===== config.mk =====
export PLATFORM = sky130hd
export DESIGN_NAME = csr_fifo_window
export DESIGN_NICKNAME = d
export VERILOG_FILES = /design/src/rtl/csr_fifo_window_pkg.sv /design/src/rtl/csr_fifo_window_wait_timer.sv /design/src/rtl/csr_fifo_window.sv
export SDC_FILE = /design/constraint.sdc
export NUM_CORES = 1
export LEC_CHECK = 0
export BUFFER_PORTS_ARGS = -buffer_cell sky130_fd_sc_hd__buf_2
export CAP_MARGIN = 20
export CORE_AREA = 4 4 116 118
export CTS_CLUSTER_SIZE = 40
export DETAILED_ROUTE_END_ITERATION = 12
export DIE_AREA = 0 0 120 122
export GPL_TIMING_DRIVEN = 0
export PLACE_DENSITY = 0.7
export SLEW_MARGIN = 20
export SYNTH_ARGS = -nofsm -noshare
export SYNTH_HDL_FRONTEND = slang
export SYNTH_HIERARCHICAL = 1
export SYNTH_SLANG_ARGS = --single-unit

===== constraint.sdc =====
create_clock -name clk_i -period 5 [get_ports clk_i]
set_clock_uncertainty 0.05 [all_clocks]
set_input_delay 1 -clock clk_i [delete_from_list [all_inputs] [get_ports clk_i]]
set_output_delay 1 -clock clk_i [all_outputs]
set_load 0.005 [all_outputs]

===== src/rtl/csr_fifo_window_pkg.sv =====
// Shared types and default constants for the CSR FIFO data-port window.
package csr_fifo_window_pkg;

  localparam int unsigned CSR_ADDR_W   = 12;
  localparam int unsigned CSR_DATA_W   = 32;
  localparam logic [CSR_ADDR_W-1:0] TX_PORT_ADDR_DEFAULT = 12'h0C8;
  localparam logic [CSR_ADDR_W-1:0] RX_PORT_ADDR_DEFAULT = 12'h0CC;

  // Window FSM states; exported on the debug port of the top.
  typedef enum logic [2:0] {
    IDLE    = 3'd0,
    TX_WAIT = 3'd1,
    RX_WAIT = 3'd2,
    WR_RESP = 3'd3,
    RD_RESP = 3'd4
  } state_t;

  // Registered read response produced by the window FSM.
  typedef struct packed {
    logic                  ack;
    logic                  err;
    logic [CSR_DATA_W-1:0] data;
  } resp_t;

endpackage


===== src/rtl/csr_fifo_window_wait_timer.sv =====
// Cycle counter bounding how long the window waits for a queue handshake.
module wait_timer #(
  parameter int unsigned StallTimeout = 256
) (
  input  logic clk_i,
  input  logic rst_ni,
  input  logic clr_i,
  input  logic en_i,
  output logic tc_o
);

  localparam int unsigned CntW = (StallTimeout > 2) ? $clog2(StallTimeout) : 1;
  localparam logic [CntW-1:0] TcVal = CntW'(StallTimeout - 1);

  logic [CntW-1:0] cnt_q;

  // Clear has priority; otherwise count while enabled.
  always_ff @(posedge clk_i or negedge rst_ni) begin
    if (!rst_ni) begin
      cnt_q <= '0;
    end else if (clr_i) begin
      cnt_q <= '0;
    end else if (en_i) begin
      cnt_q <= cnt_q + 1'b1;
    end
  end

  assign tc_o = en_i && (cnt_q == TcVal);

endmodule


===== src/rtl/csr_fifo_window.sv =====
// Maps TX/RX data-port addresses onto valid/ready queues; all other CSR
// traffic passes straight through to the generated CSR block.
//
// Handshake rule (both queues): a transfer happens on a cycle where valid and
// ready are both high at the rising clock edge; the valid side holds valid
// and data stable until that edge, and neither side may wait on the other.
module csr_fifo_window
  import csr_fifo_window_pkg::*;
#(
  parameter int unsigned           CsrAddrWidth = CSR_ADDR_W,
  parameter int unsigned           CsrDataWidth = CSR_DATA_W,
  parameter logic [CsrAddrWidth-1:0] TxPortAddr = TX_PORT_ADDR_DEFAULT,
  parameter logic [CsrAddrWidth-1:0] RxPortAddr = RX_PORT_ADDR_DEFAULT,
  parameter int unsigned           StallTimeout = 256
) (
  input  logic                    clk_i,
  input  logic                    rst_ni,
  input  logic                    s_cpuif_req,
  input  logic                    s_cpuif_req_is_wr,
  input  logic [CsrAddrWidth-1:0] s_cpuif_addr,
  input  logic [CsrDataWidth-1:0] s_cpuif_wr_data,
  input  logic [CsrDataWidth-1:0] s_cpuif_wr_biten,
  output logic                    s_cpuif_req_stall_wr,
  output logic                    s_cpuif_req_stall_rd,
  output logic                    s_cpuif_rd_ack,
  output logic                    s_cpuif_rd_err,
  output logic [CsrDataWidth-1:0] s_cpuif_rd_data,
  output logic                    s_cpuif_wr_ack,
  output logic                    s_cpuif_wr_err,
  output logic                    csr_req,
  output logic                    csr_req_is_wr,
  output logic [CsrAddrWidth-1:0] csr_addr,
  output logic [CsrDataWidth-1:0] csr_wr_data,
  output logic [CsrDataWidth-1:0] csr_wr_biten,
  input  logic                    csr_req_stall_wr,
  input  logic                    csr_req_stall_rd,
  input  logic                    csr_rd_ack,
  input  logic                    csr_rd_err,
  input  logic [CsrDataWidth-1:0] csr_rd_data,
  input  logic                    csr_wr_ack,
  input  logic                    csr_wr_err,
  output logic                    tx_valid_o,
  input  logic                    tx_ready_i,
  output logic [CsrDataWidth-1:0] tx_data_o,
  input  logic                    rx_valid_i,
  output logic                    rx_ready_o,
  input  logic [CsrDataWidth-1:0] rx_data_i,
  output state_t                  dbg_state_o
);

  state_t state_q;
  resp_t  rd_resp_q;
  logic   wr_ack_q, wr_err_q;
  logic   win_tx, win_rx, in_wait, tmo;

  assign win_tx  = (s_cpuif_addr == TxPortAddr);
  assign win_rx  = (s_cpuif_addr == RxPortAddr);
  assign in_wait = (state_q == TX_WAIT) || (state_q == RX_WAIT);

  // Pass-through request path; window addresses never reach the CSR block.
  assign csr_req       = s_cpuif_req && !(win_tx || win_rx);
  assign csr_req_is_wr = s_cpuif_req_is_wr;
  assign csr_addr      = s_cpuif_addr;
  assign csr_wr_data   = s_cpuif_wr_data;
  assign csr_wr_biten  = s_cpuif_wr_biten;

  // Merge CSR block responses with window FSM responses.
  assign s_cpuif_req_stall_wr = csr_req_stall_wr || (state_q == TX_WAIT);
  assign s_cpuif_req_stall_rd = csr_req_stall_rd || (state_q == RX_WAIT);
  assign s_cpuif_rd_ack       = csr_rd_ack || rd_resp_q.ack;
  assign s_cpuif_rd_err       = csr_rd_err || rd_resp_q.err;
  assign s_cpuif_rd_data      = rd_resp_q.ack ? rd_resp_q.data : csr_rd_data;
  assign s_cpuif_wr_ack       = csr_wr_ack || wr_ack_q;
  assign s_cpuif_wr_err       = csr_wr_err || wr_err_q;

  assign rx_ready_o  = (state_q == RX_WAIT);
  assign dbg_state_o = state_q;

  wait_timer #(.StallTimeout(StallTimeout)) u_wait_timer (
    .clk_i  (clk_i),
    .rst_ni (rst_ni),
    .clr_i  (!in_wait),
    .en_i   (in_wait),
    .tc_o   (tmo)
  );

  // Window FSM: decode, queue handshake with timeout, one-cycle response.
  always_ff @(posedge clk_i or negedge rst_ni) begin
    if (!rst_ni) begin
      state_q    <= IDLE;
      tx_valid_o <= 1'b0;
      tx_data_o  <= '0;
      rd_resp_q  <= '0;
      wr_ack_q   <= 1'b0;
      wr_err_q   <= 1'b0;
    end else begin
      rd_resp_q <= '0;
      wr_ack_q  <= 1'b0;
      wr_err_q  <= 1'b0;
      case (state_q)
        IDLE: begin
          if (s_cpuif_req && s_cpuif_req_is_wr && win_tx) begin
            if (&s_cpuif_wr_biten) begin
              tx_data_o  <= s_cpuif_wr_data;
              tx_valid_o <= 1'b1;
              state_q    <= TX_WAIT;
            end else begin
              wr_ack_q <= 1'b1;
              wr_err_q <= 1'b1;
              state_q  <= WR_RESP;
            end
          end else if (s_cpuif_req && !s_cpuif_req_is_wr && win_rx) begin
            state_q <= RX_WAIT;
          end else if (s_cpuif_req && !s_cpuif_req_is_wr && win_tx) begin
            rd_resp_q <= '{ack: 1'b1, err: 1'b1, data: '0};
            state_q   <= RD_RESP;
          end else if (s_cpuif_req && s_cpuif_req_is_wr && win_rx) begin
            wr_ack_q <= 1'b1;
            wr_err_q <= 1'b1;
            state_q  <= WR_RESP;
          end
        end
        TX_WAIT: begin
          // A handshake on the timeout cycle still completes cleanly.
          if (tx_ready_i || tmo) begin
            tx_valid_o <= 1'b0;
            wr_ack_q   <= 1'b1;
            wr_err_q   <= !tx_ready_i;
            state_q    <= WR_RESP;
          end
        end
        RX_WAIT: begin
          if (rx_valid_i) begin
            rd_resp_q <= '{ack: 1'b1, err: 1'b0, data: rx_data_i};
            state_q   <= RD_RESP;
          end else if (tmo) begin
            rd_resp_q <= '{ack: 1'b1, err: 1'b1, data: '0};
            state_q   <= RD_RESP;
          end
        end
        WR_RESP, RD_RESP: state_q <= IDLE;
        default:          state_q <= IDLE;
      endcase
    end
  end

  // Protocol checks: no new access while busy, no response collisions.
  always_ff @(posedge clk_i) begin
    if (rst_ni) begin
      assert (!(s_cpuif_req && (state_q != IDLE)))
        else $error("csr_fifo_window: request while window busy");
      assert (!((rd_resp_q.ack || wr_ack_q) && (csr_rd_ack || csr_wr_ack)))
        else $error("csr_fifo_window: window ack collides with csr ack");
    end
  end

endmodule


==> impl_metrics.py, run 1 <==
metrics = {
    "run_status": {
        "outcome": "complete, no violations",
    },
    "clocking": {
        "clk_latency_ps": 320,
        "cts_tree": "built",
        "cts_setup_buffers": 0,
        "cts_root_buf": "clkbuf_16",
        "numCtsBuffers": 9,
        "hold_buffers": 0,
        "cts-resized-gates": 0,
        "cts.sinks": 80,
        "htreeDepth": 3,
        "clk_pin_slew_ps": 60,
        "cts_buffer_depth": 2,
    },
    "sta": {
        "finalHoldViolCount": 0,
        "hold_ws_ps": 432,
        "fin_ws_ps": 1780,
        "slew_headroom": 0.557,
        "rsz0062_at_grt": "no",
        "maxSlewViolCount": 0,
        "tns_ps": 0,
        "min_period_over_period": 0.644,
        "period_minus_slack_ps": 3220,
        "fmax_mhz": 310,
        "setup_viol": 0,
        "tightest_slew_ps": 660,
    },
    "synth": {
        "ys.flop_type": "dfrtp_1",
        "yosys_warnings": 6,
        "ys_ff_latch": 80,
        "ys_top_cells_by_area": "dfrtp_1, buf_4, mux2_4, mux2_2, and3_1",
        "synth_nets": 515,
        "synth_edf_count": 0,
        "synth_area_leader_cell": "dfrtp_1",
        "ys_types": 41,
        "synth.avg_cell_area_um2": 11.9,
        "synth_top_area_share": 0.464,
        "synth.cell_area_mm2": 0.00431,
        "async_flop_share": 1.00,
        "netlist_instances": 362,
        "ys_seq_area_frac": 0.464,
    },
    "power_and_ir_drop": {
        "p_int_mw": 1.16,
        "power_density_mw_per_mm2": 235,
        "seqPwrFrac": 0.433,
        "switching_share": 0.225,
        "p_comb_frac": 0.142,
        "p_switching_mw": 0.337,
        "power.leakage_nw": 3.65,
        "irDropWorstVdd_v": 0.000156,
        "clkPwrFrac": 0.425,
        "power_mw": 1.50,
    },
    "critical_path": {
        "worstSetupStartpoint": "s_cpuif_addr[1]",
        "critical_path_class": "in2out",
        "critPathArrivalTime_ps": 2170,
        "critPathMaxFanout": 3,
        "r2r-start": "dbg_state_o[0]$_DFFE_PN0P_",
        "required_ps": 3950,
        "end_kind": "primary output",
        "reg2reg_depth": 9,
        "critPathLaunchType": "primary input",
    },
    "die": {
        "die-width_um": 120,
        "die_area_mm2": 0.0146,
        "core.rowCount": 41,
        "ioPinCount": 305,
        "core-area_mm2": 0.0125,
        "die_y_um": 122,
        "initial_utilization": 0.346,
    },
    "routing": {
        "vias": 3837,
        "ant_nets": 0,
        "avgRoutedWirePerCell_um": 15.2,
        "drc_errors": 0,
        "drt-initial-drc-count": 148,
        "totalWireLength_mm": 13.0,
        "firstDrtPassIters": 4,
        "viasPerCell": 4.49,
    },
    "grt": {
        "grt_max_degree": 43,
        "gr-usage-all-layers": 0.169,
        "antenna_found_initial": 0,
        "first_global_vias": 3976,
        "grt.overflow.total": 0,
        "grt_pass1_wl_mm": 19.6,
    },
    "min_path": {
        "hp-start": "tx_valid_o$_DFFE_PN0P_",
        "hold_class": "reg2reg",
        "hold_depth": 1,
    },
    "finish": {
        "syn2layout_area_growth_pct": 47.4,
        "finalNonFillerCells": 854,
        "fillers": 1141,
        "num_antenna_cells": 0,
        "final_area_mm2": 0.00636,
        "final_nets": 831,
        "drive_gt1_frac": 0.702,
        "regArea_mm2": 0.00200,
        "multi_input_area_mm2": 0.00160,
        "final_util": 0.510,
    },
    "place": {
        "place_ws_ps": 1780,
        "port_buffers": 304,
        "place_congestion": 0.804,
        "dpl.hpwl_mm": 10.9,
        "dpl.cell_count": 839,
        "placed_area_mm2": 0.00607,
    },
    "job": {
        "drv_cap": 0,
    },
}
layout make-up:
cell class | instances | share of cell area
clock buffer | 10 | 0.0360
tap | 172 | 0.0338
timing repair buffer | 305 | 0.243
buffer | 94 | 0.111
sequential | 80 | 0.315
multi-input combinational | 185 | 0.251
inverter | 3 | 0.00177
clock inverter | 5 | 0.00924
final timing paths:
| path | end | slack, ps |
|---|---|---|
| max | csr_req | 1780 |
| min | tx_valid_o$_DFFE_PN0P_ | 430 |
| max reg2reg | tx_valid_o$_DFFE_PN0P_ | 2450 |
| min reg2reg | tx_valid_o$_DFFE_PN0P_ | 430 |
| max in group asynchronous | rd_resp_q[13]$_DFF_PN0_ | 3700 |
| min in group asynchronous | tx_data_o[1]$_DFFE_PN0P_ | 600 |
synthesized netlist by cell type, types with 4 or more instances:
cell	n
clkbuf_1	10
and3_1	33
buf_4	78
nand3_1	4
nand2_1	8
mux2_2	35
dfrtp_1	80
nor3_1	4
mux2_4	29
nand4_1	8
o21ai_0	7
or2_2	6
nor2_1	11
a21oi_1	5
metal layers:
| layer | track usage | wire (um) | up-vias |
|---|---|---|---|
| met2 | 0.325 | 7030 | 198 |
| met5 | 0 | 0 | - |
| met3 | 0.0367 | 1010 | 16 |
| li1 | - | - | 1812 |
| met4 | 0.0565 | 206 | 0 |
| met1 | 0.183 | 4750 | 1811 |
worst max-delay path, cell delays in order:
cell     delay (ps)
buf_2           110
or4b_4          550
nor3_1          290
nor2b_1          80
buf_2           140
registers in the layout (all words and copies together) (netlist names):
name                count
rd_resp_q              34
tx_data_o              32
u_wait_timer/cnt_q      8
dbg_state_o             3
tx_valid_o              1
wr_ack_q                1
wr_err_q                1
power by group through the flow:
stage / registers [mW] / logic [mW] / clock network [mW]
floorplan: 0.661 / 0.0797 / 0
global placement: 0.661 / 0.209 / 0
detailed placement: 0.661 / 0.215 / 0
CTS: 0.649 / 0.216 / 0.652
global route: 0.648 / 0.235 / 0.682
finish: 0.649 / 0.212 / 0.636
placed cells by master (no fill, tap or decap), drive strengths merged, types with 3 or more instances in the layout:
| master | Yosys | routed |
|---|---|---|
| inv | 3 | 3 |
| xor2 | 3 | 3 |
| nand3 | 4 | 4 |
| o21ai | 7 | 7 |
| nor3 | 4 | 4 |
| mux2 | 64 | 64 |
| nand2b | 3 | 3 |
| nor4 | 4 | 4 |
| or3 | 4 | 4 |
| nor2 | 11 | 11 |
| nand4 | 10 | 10 |
| clkbuf | 11 | 21 |
| dfrtp | 80 | 80 |
| nand3b | 3 | 3 |
| buf | 83 | 388 |
| nand2 | 8 | 8 |
| or2 | 6 | 6 |
| a21oi | 5 | 5 |
| and3 | 33 | 33 |
kinds of logic after synthesis:
| group | Yosys count | share of synthesized area |
|---|---|---|
| buffers and inverters | 97 | 0.166 |
| AOI/OAI and AO/OA | 17 | 0.0238 |
| xor gates and xnor gates | 4 | 0.00812 |
| DFF | 80 | 0.464 |
| and+or+nand+nor | 98 | 0.141 |
| muxes | 65 | 0.195 |
| adders and majority gates | 1 | 0.00290 |
Note: power is estimated with default switching activity, not from simulation.
==> run 2: changes to the inputs <==
--- a/config.mk
+++ b/config.mk
@@ -7,12 +7,12 @@
 export LEC_CHECK = 0
 export BUFFER_PORTS_ARGS = -buffer_cell sky130_fd_sc_hd__buf_2
 export CAP_MARGIN = 20
-export CORE_AREA = 4 4 116 118
+export CORE_AREA = 4 4 115 117
 export CTS_CLUSTER_SIZE = 40
 export DETAILED_ROUTE_END_ITERATION = 12
-export DIE_AREA = 0 0 120 122
+export DIE_AREA = 0 0 119 121
 export GPL_TIMING_DRIVEN = 0
-export PLACE_DENSITY = 0.7
+export PLACE_DENSITY = 0.73
 export SLEW_MARGIN = 20
 export SYNTH_ARGS = -nofsm -noshare
 export SYNTH_HDL_FRONTEND = slang
==> constraint.sdc (replaced) <==
create_clock -name clk_i -period 2.7 [get_ports clk_i]
set_clock_uncertainty 0.05 [all_clocks]
set_input_delay 0.54 -clock clk_i [delete_from_list [all_inputs] [get_ports clk_i]]
set_output_delay 0.54 -clock clk_i [all_outputs]
set_load 0.005 [all_outputs]
==> impl_metrics.py, run 2 (synthesis gave the netlist of run 1 again) <==
metrics = {
    "finish": {
        "num_antenna_cells": 0,
        "largest_register_ff_count": 34,
        "fillers": 1085,
        "multi_input_area_mm2": 0.00161,
        "layout_commonest_cell": "buf_2",
        "drive_gt1_frac": 0.712,
        "regArea_mm2": 0.00200,
        "syn2layout_area_growth_pct": 48.3,
        "final_nets": 831,
        "top_regs": "rd_resp_q x34, tx_data_o x32, u_wait_timer/cnt_q x8",
        "regMostFlops": "rd_resp_q",
        "mostFrequentLayoutCells": "buf_2, dfrtp_1, buf_4",
    },
    "critical_path": {
        "critPathSlowestCell": "clkbuf_1",
        "crit_chain": "clkbuf_1, clkbuf_1, mux2_2, buf_2",
        "required_ps": 2110,
        "r2r-start": "dbg_state_o[0]$_DFFE_PN0P_",
        "critPathMaxFanout": 10,
        "critical_path_class": "reg2out",
        "reg2reg_to": "tx_data_o[15]$_DFFE_PN0P_",
        "max_stage_delay_ps": 430,
        "end_kind": "primary output",
        "critPathLaunchType": "flip-flop",
        "reg2reg_depth": 7,
        "critPathArrivalTime_ps": 1920,
        "critical_path.most_common_cell": "clkbuf_1",
        "regToRegSetupSlack_ps": 340,
    },
    "die": {
        "core-area_mm2": 0.0124,
        "core.rowCount": 41,
        "die_y_um": 121,
        "die_area_mm2": 0.0144,
        "ioPinCount": 305,
        "die-width_um": 119,
        "initial_utilization": 0.349,
    },
    "routing": {
        "route.met2.wl_mm": 7.14,
        "firstDrtPassIters": 4,
        "viasPerCell": 4.50,
        "dr.max_layer_used": "met4",
        "ant_nets": 0,
        "vias": 3844,
        "totalWireLength_mm": 13.0,
        "drc_errors": 0,
        "avgRoutedWirePerCell_um": 15.2,
        "wl_met3_um": 898,
        "met1_length_mm": 4.83,
        "drt-initial-drc-count": 194,
    },
    "place": {
        "port_buffers": 304,
        "dpl.hpwl_mm": 10.8,
        "place_congestion": 0.850,
    },
    "min_path": {
        "hold_class": "in2async",
    },
    "clocking": {
        "htreeDepth": 3,
        "clk_pin_slew_ps": 60,
        "cts_root_buf": "clkbuf_16",
        "numCtsBuffers": 9,
        "clk_latency_ps": 330,
        "cts_buffer_depth": 2,
        "cts_setup_buffers": 0,
        "cts.sinks": 80,
        "cts_tree": "built",
    },
    "sta": {
        "tightest_slew_ps": 475,
        "period_minus_slack_ps": 2510,
        "setup_viol": 0,
        "tns_ps": 0,
        "fmax_mhz": 398,
        "slew_headroom": 0.683,
        "min_period_over_period": 0.930,
        "maxSlewViolCount": 0,
        "rsz0062_at_grt": "no",
        "finalHoldViolCount": 0,
    },
    "run_status": {
        "outcome": "complete, no violations",
    },
    "grt": {
        "grt_max_degree": 53,
        "gr-usage-all-layers": 0.173,
        "grt.overflow.total": 0,
        "grt_pass1_wl_mm": 19.9,
        "first_global_vias": 3931,
        "antenna_found_initial": 0,
    },
    "power_and_ir_drop": {
        "power_mw": 2.83,
        "power_density_mw_per_mm2": 442,
        "irDropWorstVdd_v": 0.000305,
        "power.leakage_nw": 3.68,
    },
    "job": {
        "drv_cap": 0,
    },
}
-- run 2: area by class of cell --
type	instances	share of cell area
Sequential cell	80	0.313
Multi-Input combinational cell	185	0.251
Inverter	3	0.00176
Timing Repair Buffer	305	0.242
Clock inverter	5	0.00860
Clock buffer	11	0.0395
Buffer	94	0.110
Tap cell	172	0.0336
-- run 2: layer usage --
layer  GRT usage  vias to the layer above
met5           0                        -
met2       0.336                      190
met1       0.187                     1827
met4      0.0492                        0
met3      0.0392                       10
li1            -                     1817
-- run 2: worst max-delay path, delay by kind of cell, from the launching register on --
family	cells	cell delay, ps
multiplexers	1	400
flip-flops	1	320
buffers and inverters	3	870
-- run 2: through the flow --
stage / hold slack (ps) / setup WS, ps / area, um2 / cells / util
2_1_floorplan: 194 / 384 / 4310 / 362 / -
3_3_place_gp: 410 / 50.3 / 6050 / 838 / 0.489
3_5_place_dp: 423 / 46.2 / 6080 / 839 / 0.492
4_1_cts: 86.2 / 37.4 / 6390 / 855 / 0.517
5_1_grt: 96.9 / 41.3 / 6400 / 855 / 0.518
6_report: 80.6 / 189 / 6400 / 855 / 0.518
-- run 2: where the power goes --
part	leakage, nW	switching (mW)	internal (mW)
Sequential	1.12	0.000862	1.20
Combinational	2.41	0.159	0.239
Clock	0.148	0.463	0.763
Total	3.68	0.624	2.20
-- run 2: repair_timing --
item                                    CTS  global route
gates cloned                              0             0
endpoints found under the hold margin     0             0
endpoints found under the setup margin    2            19
hold buffers                              0             0
gates resized for setup                   1             7
-- run 2: worst max path at each step --
stage | start | depth (start not counted) | end | slack (ps)
floorplan | s_cpuif_addr[1] | 6 | tx_data_o[10]$_DFFE_PN0P_ | 380
global placement | s_cpuif_addr[1] | 7 | tx_data_o[6]$_DFFE_PN0P_ | 50
detailed placement | s_cpuif_addr[1] | 7 | tx_data_o[15]$_DFFE_PN0P_ | 50
CTS | rd_resp_q[33]$_DFF_PN0_ | 4 | s_cpuif_rd_data[19] | 40
global route | dbg_state_o[0]$_DFFE_PN0P_ | 6 | s_cpuif_req_stall_rd | 40
finish | rd_resp_q[33]$_DFF_PN0_ | 4 | s_cpuif_rd_data[24] | 190
==> run 3: changes to the inputs <==
--- a/config.mk
+++ b/config.mk
@@ -8,11 +8,12 @@
 export BUFFER_PORTS_ARGS = -buffer_cell sky130_fd_sc_hd__buf_2
 export CAP_MARGIN = 20
 export CORE_AREA = 4 4 115 117
+export CTS_CLUSTER_DIAMETER = 150
 export CTS_CLUSTER_SIZE = 40
 export DETAILED_ROUTE_END_ITERATION = 12
 export DIE_AREA = 0 0 119 121
 export GPL_TIMING_DRIVEN = 0
-export PLACE_DENSITY = 0.73
+export PLACE_DENSITY = 0.85
 export SLEW_MARGIN = 20
 export SYNTH_ARGS = -nofsm -noshare
 export SYNTH_HDL_FRONTEND = slang
==> impl_metrics.py, run 3 (synthesis gave the netlist of run 1 again) <==
metrics = {
    "run_status": {
        "outcome": "complete, no violations",
    },
    "power_and_ir_drop": {
        "power.leakage_nw": 3.68,
        "power_density_mw_per_mm2": 447,
        "irDropWorstVdd_v": 0.000264,
    },
    "grt": {
        "first_global_vias": 4021,
        "grt_pass1_wl_mm": 20.0,
        "grt_max_degree": 53,
        "antenna_found_initial": 0,
        "gr-usage-all-layers": 0.176,
        "grt.overflow.total": 0,
    },
    "place": {
        "port_buffers": 304,
        "dpl.hpwl_mm": 11.0,
        "place_congestion": 0.759,
        "dpl.cell_count": 839,
    },
    "die": {
        "ioPinCount": 305,
        "die_area_mm2": 0.0144,
        "die_y_um": 121,
        "initial_utilization": 0.349,
        "die-width_um": 119,
        "core.rowCount": 41,
        "core-area_mm2": 0.0124,
    },
    "critical_path": {
        "worstSetupStartpoint": "rd_resp_q[33]$_DFF_PN0_",
        "critPathLaunchType": "flip-flop",
        "critPathArrivalTime_ps": 1960,
        "regToRegSetupSlack_ps": 330,
        "critical_path.endpoint": "s_cpuif_rd_data[26]",
        "r2r-start": "dbg_state_o[0]$_DFFE_PN0P_",
        "critical_path_class": "reg2out",
        "reg2reg_to": "tx_data_o[17]$_DFFE_PN0P_",
        "critPathMaxFanout": 10,
        "end_kind": "primary output",
        "reg2reg_depth": 7,
        "required_ps": 2110,
    },
    "clocking": {
        "cts.sinks": 80,
        "cts_buffer_depth": 2,
        "clk_pin_slew_ps": 60,
        "htreeDepth": 3,
        "cts_tree": "built",
        "clk_latency_ps": 330,
        "cts_root_buf": "clkbuf_16",
        "numCtsBuffers": 9,
    },
    "sta": {
        "rsz0062_at_grt": "no",
        "maxSlewViolCount": 0,
        "fmax_mhz": 391,
        "tns_ps": 0,
        "setup_viol": 0,
        "period_minus_slack_ps": 2550,
        "tightest_slew_ps": 630,
        "finalHoldViolCount": 0,
        "min_period_over_period": 0.946,
        "slew_headroom": 0.576,
    },
    "finish": {
        "drive_gt1_frac": 0.710,
        "num_antenna_cells": 0,
        "top_regs": "rd_resp_q x34, tx_data_o x32, u_wait_timer/cnt_q x8",
        "regMostFlops": "rd_resp_q",
        "fillers": 1095,
        "final_nets": 831,
        "mostFrequentLayoutCells": "buf_2, dfrtp_1, buf_4",
        "layout_commonest_cell": "buf_2",
        "finalNonFillerCells": 855,
        "largest_register_ff_count": 34,
        "final_util": 0.519,
        "syn2layout_area_growth_pct": 48.6,
    },
    "routing": {
        "drc_errors": 0,
        "totalWireLength_mm": 13.1,
        "firstDrtPassIters": 4,
        "vias": 3828,
        "viasPerCell": 4.48,
        "avgRoutedWirePerCell_um": 15.3,
        "ant_nets": 0,
        "drt-initial-drc-count": 164,
    },
    "job": {
        "drv_cap": 0,
    },
    "min_path": {
        "hold_class": "in2async",
    },
}
## run 3: changes by cell type in the layout (fill, tap and decap cells not counted)
cell        delta
clkbuf_1       +1
clkbuf_2       -1
clkinv_2       -2
clkinv_4       +2
clkinvlp_4     -1
inv_6          +1
nor2_2         -1
nor2_4         +1
## run 3: final cells by class
| type | count | area, um2 | area share |
|---|---|---|---|
| Tap cell | 172 | 215 | 0.0336 |
| Clock inverter | 5 | 63.8 | 0.00995 |
| Buffer | 94 | 706 | 0.110 |
| Clock buffer | 11 | 253 | 0.0394 |
| Inverter | 3 | 11.3 | 0.00176 |
| Multi-Input combinational cell | 185 | 1610 | 0.251 |
| Timing Repair Buffer | 305 | 1550 | 0.242 |
| Sequential cell | 80 | 2000 | 0.312 |
## run 3: worst max-delay path, stage by stage, from the launching register on
cell	delay, ps
dfrtp_1	340
clkbuf_1	300
clkbuf_1	460
mux2_2	410
buf_2	130
## run 3: where the power goes
part           internal, mW  switching, mW  total [mW]
Combinational         0.239          0.161       0.401
Clock                 0.773          0.491        1.26
Sequential             1.20       0.000858        1.20
## run 3: per-stage QoR
stage / instance area, um2 / power (mW) / hold WS, ps / setup WS, ps
2_1_floorplan: 4310 / 1.37 / 194 / 384
3_3_place_gp: 6050 / 1.62 / 406 / 58.7
3_5_place_dp: 6080 / 1.63 / 415 / 43.2
4_1_cts: 6400 / 2.90 / 83.4 / 35.5
5_1_grt: 6410 / 2.98 / 104 / 44.1
6_report: 6410 / 2.87 / 88.6 / 146
## run 3: worst min path at each step
| stage | to | start | slack (ps) |
|---|---|---|---|
| 2_1_floorplan | dbg_state_o[0]$_DFFE_PN0P_ | rst_ni | 190 |
| 3_3_place_gp | tx_valid_o$_DFFE_PN0P_ | tx_valid_o$_DFFE_PN0P_ | 410 |
| 3_5_place_dp | tx_valid_o$_DFFE_PN0P_ | tx_valid_o$_DFFE_PN0P_ | 420 |
| 4_1_cts | tx_data_o[6]$_DFFE_PN0P_ | rst_ni | 80 |
| 5_1_grt | tx_data_o[6]$_DFFE_PN0P_ | rst_ni | 100 |
| 6_report | tx_data_o[6]$_DFFE_PN0P_ | rst_ni | 90 |
## run 3: per-layer routing
metal  wire length, um  vias up  part of all wire  global-route usage
li1                  -     1813                 -                   -
met1              4860     1799              0.37               0.190
met2              6980      200              0.53               0.333
met3               954       16             0.073              0.0434
met4               278        0             0.021              0.0623
met5                 0        -                 0                   0
## run 3: what timing repair did
item | CTS | global route
buffers inserted | 0 | 0
resized for setup | 1 | 6
endpoints found under the setup margin | 2 | 20
endpoints found under the hold margin | 0 | 0
hold buffers | 0 | 0
